==> config.mk <==
export PLATFORM = sky130hd
export DESIGN_NAME = subtractor_2stage_buf
export DESIGN_NICKNAME = d
export VERILOG_FILES = /design/src/rtl/subtractor_2stage_buf.sv
export SDC_FILE = /design/constraint.sdc
export NUM_CORES = 1
export LEC_CHECK = 0
export ABC_AREA = 1
export CAP_MARGIN = 40
export CORE_MARGIN = 5
export CORE_UTILIZATION = 35
export CTS_BUF_LIST = sky130_fd_sc_hd__clkbuf_8
export CTS_CLUSTER_DIAMETER = 60
export DETAILED_ROUTE_END_ITERATION = 16
export SLEW_MARGIN = 25
export SYNTH_ARGS = -nofsm -noshare
export SYNTH_HDL_FRONTEND = slang
export SYNTH_SLANG_ARGS = --single-unit
==> constraint.sdc <==
create_clock -name clock -period 5.5 [get_ports clock]
set_input_delay 0.825 -clock clock [delete_from_list [all_inputs] [get_ports clock]]
set_output_delay 0.825 -clock clock [all_outputs]
set_load 0.02 [all_outputs]
==> src/rtl/subtractor_2stage_buf.sv <==
// 2-stage pipelined unsigned subtractor, out_diff = {1'b0,in_a} - {1'b0,in_b}; optional clamp via SUB_SATURATE_EN.
// Latency 2 cycles from input transfer to out_valid; 1 result per cycle when out_ready is held high.
// Backpressure: stages advance only into an empty or draining slot; in_ready drops once both stages are full.
module subtractor_2stage_buf #(
  parameter int WIDTH = 32,
  parameter int SPLIT = 16
) (
  input  logic             clock,
  input  logic             reset,
  input  logic             in_valid,
  output logic             in_ready,
  input  logic [WIDTH-1:0] in_a,
  input  logic [WIDTH-1:0] in_b,
  output logic             out_valid,
  input  logic             out_ready,
  output logic [WIDTH:0]   out_diff
);

  localparam int HI_W = WIDTH - SPLIT;

  logic             s1_valid;
  logic [SPLIT-1:0] s1_lo;
  logic             s1_borrow;
  logic [HI_W-1:0]  s1_a_hi;
  logic [HI_W-1:0]  s1_b_hi;

  logic             s1_load;
  logic             s2_load;
  logic [SPLIT:0]   lo_full;
  logic [HI_W:0]    hi_full;
  logic [WIDTH:0]   result;

  assign s2_load  = !out_valid || out_ready;
  assign s1_load  = !s1_valid || s2_load;
  assign in_ready = s1_load;

  // Extra top bit of each slice captures the borrow out of that slice.
  assign lo_full = {1'b0, in_a[SPLIT-1:0]} - {1'b0, in_b[SPLIT-1:0]};
  assign hi_full = {1'b0, s1_a_hi} - {1'b0, s1_b_hi} - {{HI_W{1'b0}}, s1_borrow};

  always_comb begin
`ifdef SUB_SATURATE_EN
    result = hi_full[HI_W] ? '0 : {hi_full, s1_lo};
`else
    result = {hi_full, s1_lo};
`endif
  end

  always_ff @(posedge clock or posedge reset) begin
    if (reset) begin
      s1_valid  <= 1'b0;
      s1_lo     <= '0;
      s1_borrow <= 1'b0;
      s1_a_hi   <= '0;
      s1_b_hi   <= '0;
      out_valid <= 1'b0;
      out_diff  <= '0;
    end else begin
      if (s1_load) begin
        s1_valid <= in_valid;
      end
      if (s1_load && in_valid) begin
        s1_lo     <= lo_full[SPLIT-1:0];
        s1_borrow <= lo_full[SPLIT];
        s1_a_hi   <= in_a[WIDTH-1:SPLIT];
        s1_b_hi   <= in_b[WIDTH-1:SPLIT];
      end
      // A bubble clears out_valid but leaves out_diff at its last value.
      if (s2_load) begin
        out_valid <= s1_valid;
      end
      if (s2_load && s1_valid) begin
        out_diff <= result;
      end
    end
  end

endmodule

==> flow_summary.ini, run 1 <==
[cells_and_area]
regArea_sq_um = 2100
drive_above_1_share_pct = 2.84
instances_no_fill = 1068
multi_input_area_sq_um = 2640
layout.nets = 994
area_delta_synth_final_pct = 25.3
nFillCells = 1557
fin_area_sq_um = 6790
diodes = 0

[run_status]
outcome = finished, final reports clean

[sta]
final-hold-violation-count = 0
worst_pin_slew_ns = 0.718
clock.fmax_ghz = 0.350
fin_crit_sh_pct = 52.0
setup_viol = 0
fin_skew_ns = 0.0117
rsz0062_at_grt = no
max_slew_margin_pct = 52.1
setup_tns_ns = 0
fin_crit_ns = 2.86
maxSlewViolCount = 0

[floorplanning]
start_util_pct = 35.7
ios = 103
dieArea_sq_um = 18100
die-width_um = 134
fp-row-count = 45
core-area_sq_um = 15200
die_h_um = 134

[power_and_ir_drop]
internal-power_w = 0.00150
clkPwrFrac_pct = 16.3
switchingPower_w = 0.00101
leakagePower_nw = 3.78
vdd_drop_max_mv = 0.147
netSwitchingFraction_pct = 40.3
power_w = 0.00251
power.share.combinational_pct = 49.1
p_seq_share_pct = 34.6
cellPowerDensity_nw_per_um2 = 370

[cts]
cts_sinks = 84
cts-root-buf = clkbuf_8
cts_resized = 0
clkTransAtPathRegs_ns = 0.08
cts_htree_levels = 3
cts_tree = done
cts_max_path_buffers = 2
cts_hold_buf = 0
post_cts_buffers = 0
worstSkewPairLatency_ns = 0.34
numCtsBuffers = 9

[grt]
gr-total-overflow = 0
grt_pass1_vias = 4641
grt_pass1_wl_mm = 21.4
grt_use_total_pct = 14.5
grt_max_degree = 48
antenna_found_initial = 0

[detailed_routing]
drt_iter0_drc = 302
via_per_inst = 4.41
ant_nets = 0
vias = 4706
avgRoutedWirePerCell_um = 11.8
routed_wl_mm = 12.6
dr.pass1.iters = 4
drc = 0

[synthesis]
avgSynthCellArea_sq_um = 6.97
synth_common_cells = nand2_1 (321), inv_1 (154), dfrtp_1 (84)
yosysTopAreaCell = dfrtp_1
yosysWarnings = 0
ys_ff_latch = 84
syn_inst = 778
ys_types = 27
synth_area_sq_um = 5420
synthTopCellsByArea = dfrtp_1 (39%), nand2_1 (22%), inv_1 (11%)
synth_top_area_share_pct = 38.8
synth_ff_type = dfrtp_1
synth_edf_count = 0
ys_seq_area_share_pct = 38.8
async_flop_share_pct = 100
syn_nets = 895
yosys.cell_count.top_type = nand2_1

[placed_design]
dpl_cell_area_sq_um = 6620
portBuffers = 102
place_congestion = 0.829
hpwl_mm = 9.78
place_inst = 1054

[setup_path]
cp-endpoint = in_ready
r2r-start = s1_borrow
r2r_end = out_diff[28]
cp_data_required_time_ns = 4.68
crit_arrival_ns = 2.04
start_kind = input pin
path_max_fanout = 3
r2r_cells = 14
worstSetupPathType = input pin to output port
critical_path.endpoint_type = output port
critPathLaunch = out_ready
r2r_slack_ns = 3.42

[flow_run]
drv_cap = 0

[worst_hold_path]
worstHoldPathType = flop to flop
[flip-flops by register name (all words and copies together), names as in the netlist]
name,cells
s1_lo,16
s1_valid,1
s1_a_hi,16
out_valid,1
s1_b_hi,16
s1_borrow,1
out_diff,33
[final cells by class]
type | instances | share of cell area [%]
Clock buffer | 12 | 2.43
Clock inverter | 2 | 0.166
Inverter | 155 | 8.59
Multi-Input combinational cell | 522 | 38.9
Sequential cell | 84 | 31.0
Tap cell | 188 | 3.46
Timing Repair Buffer | 105 | 15.5
[layer usage]
layer	global-route usage, %	vias up	part of all wire (%)
met5	0	-	0
met4	4.58	0	1.5
met3	1.91	12	3.9
met2	25.3	82	47
met1	18.7	2068	48
li1	-	2544	-
[worst min-delay path by stage]
stage	slack, ns	to	cells after the start	from
floorplan	0.44	out_diff[0]	2	s1_lo[0]
global placement	0.45	out_diff[9]	2	s1_lo[9]
detailed placement	0.46	out_diff[12]	2	s1_lo[12]
CTS	0.48	out_diff[8]	2	s1_lo[8]
global route	0.50	s1_lo[9]	2	s1_lo[9]
finish	0.47	out_diff[12]	2	s1_lo[12]
[through the flow]
step | hold WS [ns] | worst slack (ns) | utilization (%)
2_1_floorplan | 0.442 | 2.51 | -
3_3_place_gp | 0.449 | 2.34 | 43.4
3_5_place_dp | 0.455 | 2.54 | 43.5
4_1_cts | 0.475 | 2.63 | 44.7
5_1_grt | 0.502 | 2.60 | 44.7
6_report | 0.474 | 2.64 | 44.7
[power groups by stage]
stage                     clock, W  sequential, W  combinational [W]
after floorplan                  0       0.000996           0.000683
after global placement           0       0.000880            0.00123
after detailed placement         0       0.000883            0.00125
after CTS                 0.000422       0.000873            0.00125
after global routing      0.000444       0.000895            0.00141
final                     0.000410       0.000870            0.00123
[layout by cell type, fill, tap and decap left out, types with 6 or more instances in the layout]
cell type	netlist	layout
clkbuf_8	0	12
nor3_1	7	7
inv_1	154	154
dfrtp_1	84	84
nor2_1	26	26
o21ai_0	31	31
xnor2_1	6	6
nand3b_1	8	8
nand2_1	321	321
ha_1	46	46
nand3_1	31	31
o21ai_1	9	9
clkdlybuf4s50_1	0	102
a21oi_1	17	17
[worst max-delay path, stage by stage]
cell             delay [ns]
clkdlybuf4s50_1        0.45
inv_1                  0.05
nand3_2                0.08
clkdlybuf4s50_1        0.62
[cell families after synthesis]
family,share of synthesized area (%)
buffers and inverters,12.5
AOI/OAI and AO/OA,5.77
DFF,38.8
xor gates and xnor gates,0.970
and+or+nand+nor,30.2
adders and majority gates,11.7
No activity file was read; power rests on OpenSTA's default activity.
==> inputs of run 2 (changes only) <==
==> constraint.sdc (replaced) <==
create_clock -name clock -period 2.8 [get_ports clock]
set_input_delay 0.42 -clock clock [delete_from_list [all_inputs] [get_ports clock]]
set_output_delay 0.42 -clock clock [all_outputs]
set_load 0.02 [all_outputs]
==> flow_summary.ini, run 2 (synthesis gave the netlist of run 1 again) <==
[cts]
cts_htree_levels = 3
cts_max_path_buffers = 2
clkTransAtPathRegs_ns = 0.09
cts_tree = done
cts_sinks = 84
post_cts_buffers = 0
cts_hold_buf = 0
cts_resized = 0
cts-root-buf = clkbuf_8
numCtsBuffers = 9
worstSkewPairLatency_ns = 0.36

[run_status]
outcome = finished, final reports clean

[power_and_ir_drop]
clkPwrFrac_pct = 20.2
power.share.combinational_pct = 46.7
netSwitchingFraction_pct = 39.0
vdd_drop_max_mv = 0.263
power_w = 0.00518
leakagePower_nw = 3.83
internal-power_w = 0.00316
cellPowerDensity_nw_per_um2 = 751
switchingPower_w = 0.00202
p_seq_share_pct = 33.0

[setup_path]
critPathBufInv = 2
critical_path.endpoint_type = flop
crit_arrival_ns = 2.32
path_max_fanout = 4
worst_path_dominant_cell_family = simple AND/OR/NAND/NOR gates
cpMostUsedCell = nand2_1
crit_chain = inv_1, fa_1, inv_1, fa_1, nand2_1, nand2_1, nand2_1, nand2_1, nand2_1, nand2_1, nand2_1, nand2_1, nand3_1, nand2_1
slowest_delay_ns = 0.39
r2r_slack_ns = 0.73
cp_data_required_time_ns = 3.05
worstSetupPathType = flop to flop
crit_slowest_cell = dfrtp_1
start_kind = flop

[floorplanning]
dieArea_sq_um = 18100
die-width_um = 134
die_h_um = 134
start_util_pct = 35.7
fp-row-count = 45
ios = 103
core-area_sq_um = 15200

[sta]
rsz0062_at_grt = no
clock.fmax_ghz = 0.483
worst_pin_slew_ns = 0.729
hold-worst-slack_ns = 0.435
setup_viol = 0
final-hold-violation-count = 0
fin_skew_ns = 0.00970
maxSlewViolCount = 0
fin_crit_sh_pct = 74.0
fin_crit_ns = 2.07
setup_tns_ns = 0
max_slew_margin_pct = 51.4

[grt]
gr-total-overflow = 0
grt_use_total_pct = 14.5
grt_max_degree = 48
grt_pass1_vias = 4590
grt_pass1_wl_mm = 21.3
antenna_found_initial = 1

[cells_and_area]
layout.nets = 998
regMostFlops = out_diff
final_core_util_pct = 45.4
diodes = 0
largest_register_ffs = 33
final_common_cell = nand2_1
area_delta_synth_final_pct = 27.2
drive_above_1_share_pct = 3.50
layout_common_cells = nand2_1 (321), inv_1 (154), clkdlybuf4s50_1 (102), dfrtp_1 (84), ha_1 (46)

[placed_design]
portBuffers = 102
place_congestion = 0.844
hpwl_mm = 9.76

[detailed_routing]
routed_wl_mm = 12.5
via_per_inst = 4.41
ant_nets = 0
drt_iter0_drc = 218
vias = 4732
dr.pass1.iters = 4
avgRoutedWirePerCell_um = 11.6
drc = 0

[worst_hold_path]
worstHoldPathType = input pin to async pin

[flow_run]
drv_cap = 0
==> run 2: area by class of cell <==
cell class / instances / area, sq um
inverters: 155 / 583
clock buffers: 9 / 124
repair buffers: 109 / 1100
well taps: 188 / 235
fillers: 1618 / 8310
clock inverters: 7 / 115
multi-input cells: 522 / 2640
flip-flops and latches: 84 / 2100
==> run 2: worst reg2reg max path, stage by stage, from the launching register on <==
cell     delay (ns)
dfrtp_1        0.39
inv_1          0.11
fa_1           0.21
inv_1          0.06
fa_1           0.38
nand2_1        0.10
nand2_1        0.06
nand2_1        0.12
nand2_1        0.07
nand2_1        0.15
nand2_1        0.09
nand2_1        0.06
nand2_1        0.04
nand3_1        0.06
nand2_1        0.06
==> run 2: metal layers <==
| layer | share of wire [%] | vias to the layer above | GRT usage (%) |
|---|---|---|---|
| met1 | 47 | 2090 | 18.6 |
| met2 | 47 | 77 | 24.8 |
| met5 | 0.088 | - | 0 |
| met3 | 4.4 | 9 | 3.45 |
| li1 | - | 2554 | - |
| met4 | 0.95 | 2 | 3.68 |
==> run 2: final timing paths <==
kind,from,endpoint,cells after the start
min in group clock,s1_lo[8],out_diff[8],2
max in group asynchronous,reset,s1_a_hi[15],3
worst min-delay path,reset,out_diff[4],2
worst max register to register,s1_borrow,out_diff[28],14
worst min register to register,s1_lo[8],out_diff[8],2
worst max-delay path,s1_borrow,out_diff[28],14
==> run 2: through the flow <==
stage,instance area (sq um),setup WS (ns),std cells
6_report,6900,0.729,1074
5_1_grt,6900,0.517,1074
4_1_cts,6900,0.680,1074
3_5_place_dp,6660,0.439,1058
3_3_place_gp,6660,0.468,1058
2_1_floorplan,5420,0.215,778
==> run 2: power by group through the flow <==
stage               registers (W)  clock network [W]  logic, W
floorplan                 0.00196                  0   0.00134
global placement          0.00174                  0   0.00242
detailed placement        0.00174                  0   0.00245
CTS                       0.00172            0.00108   0.00246
global route              0.00176            0.00113   0.00277
finish                    0.00171            0.00105   0.00242
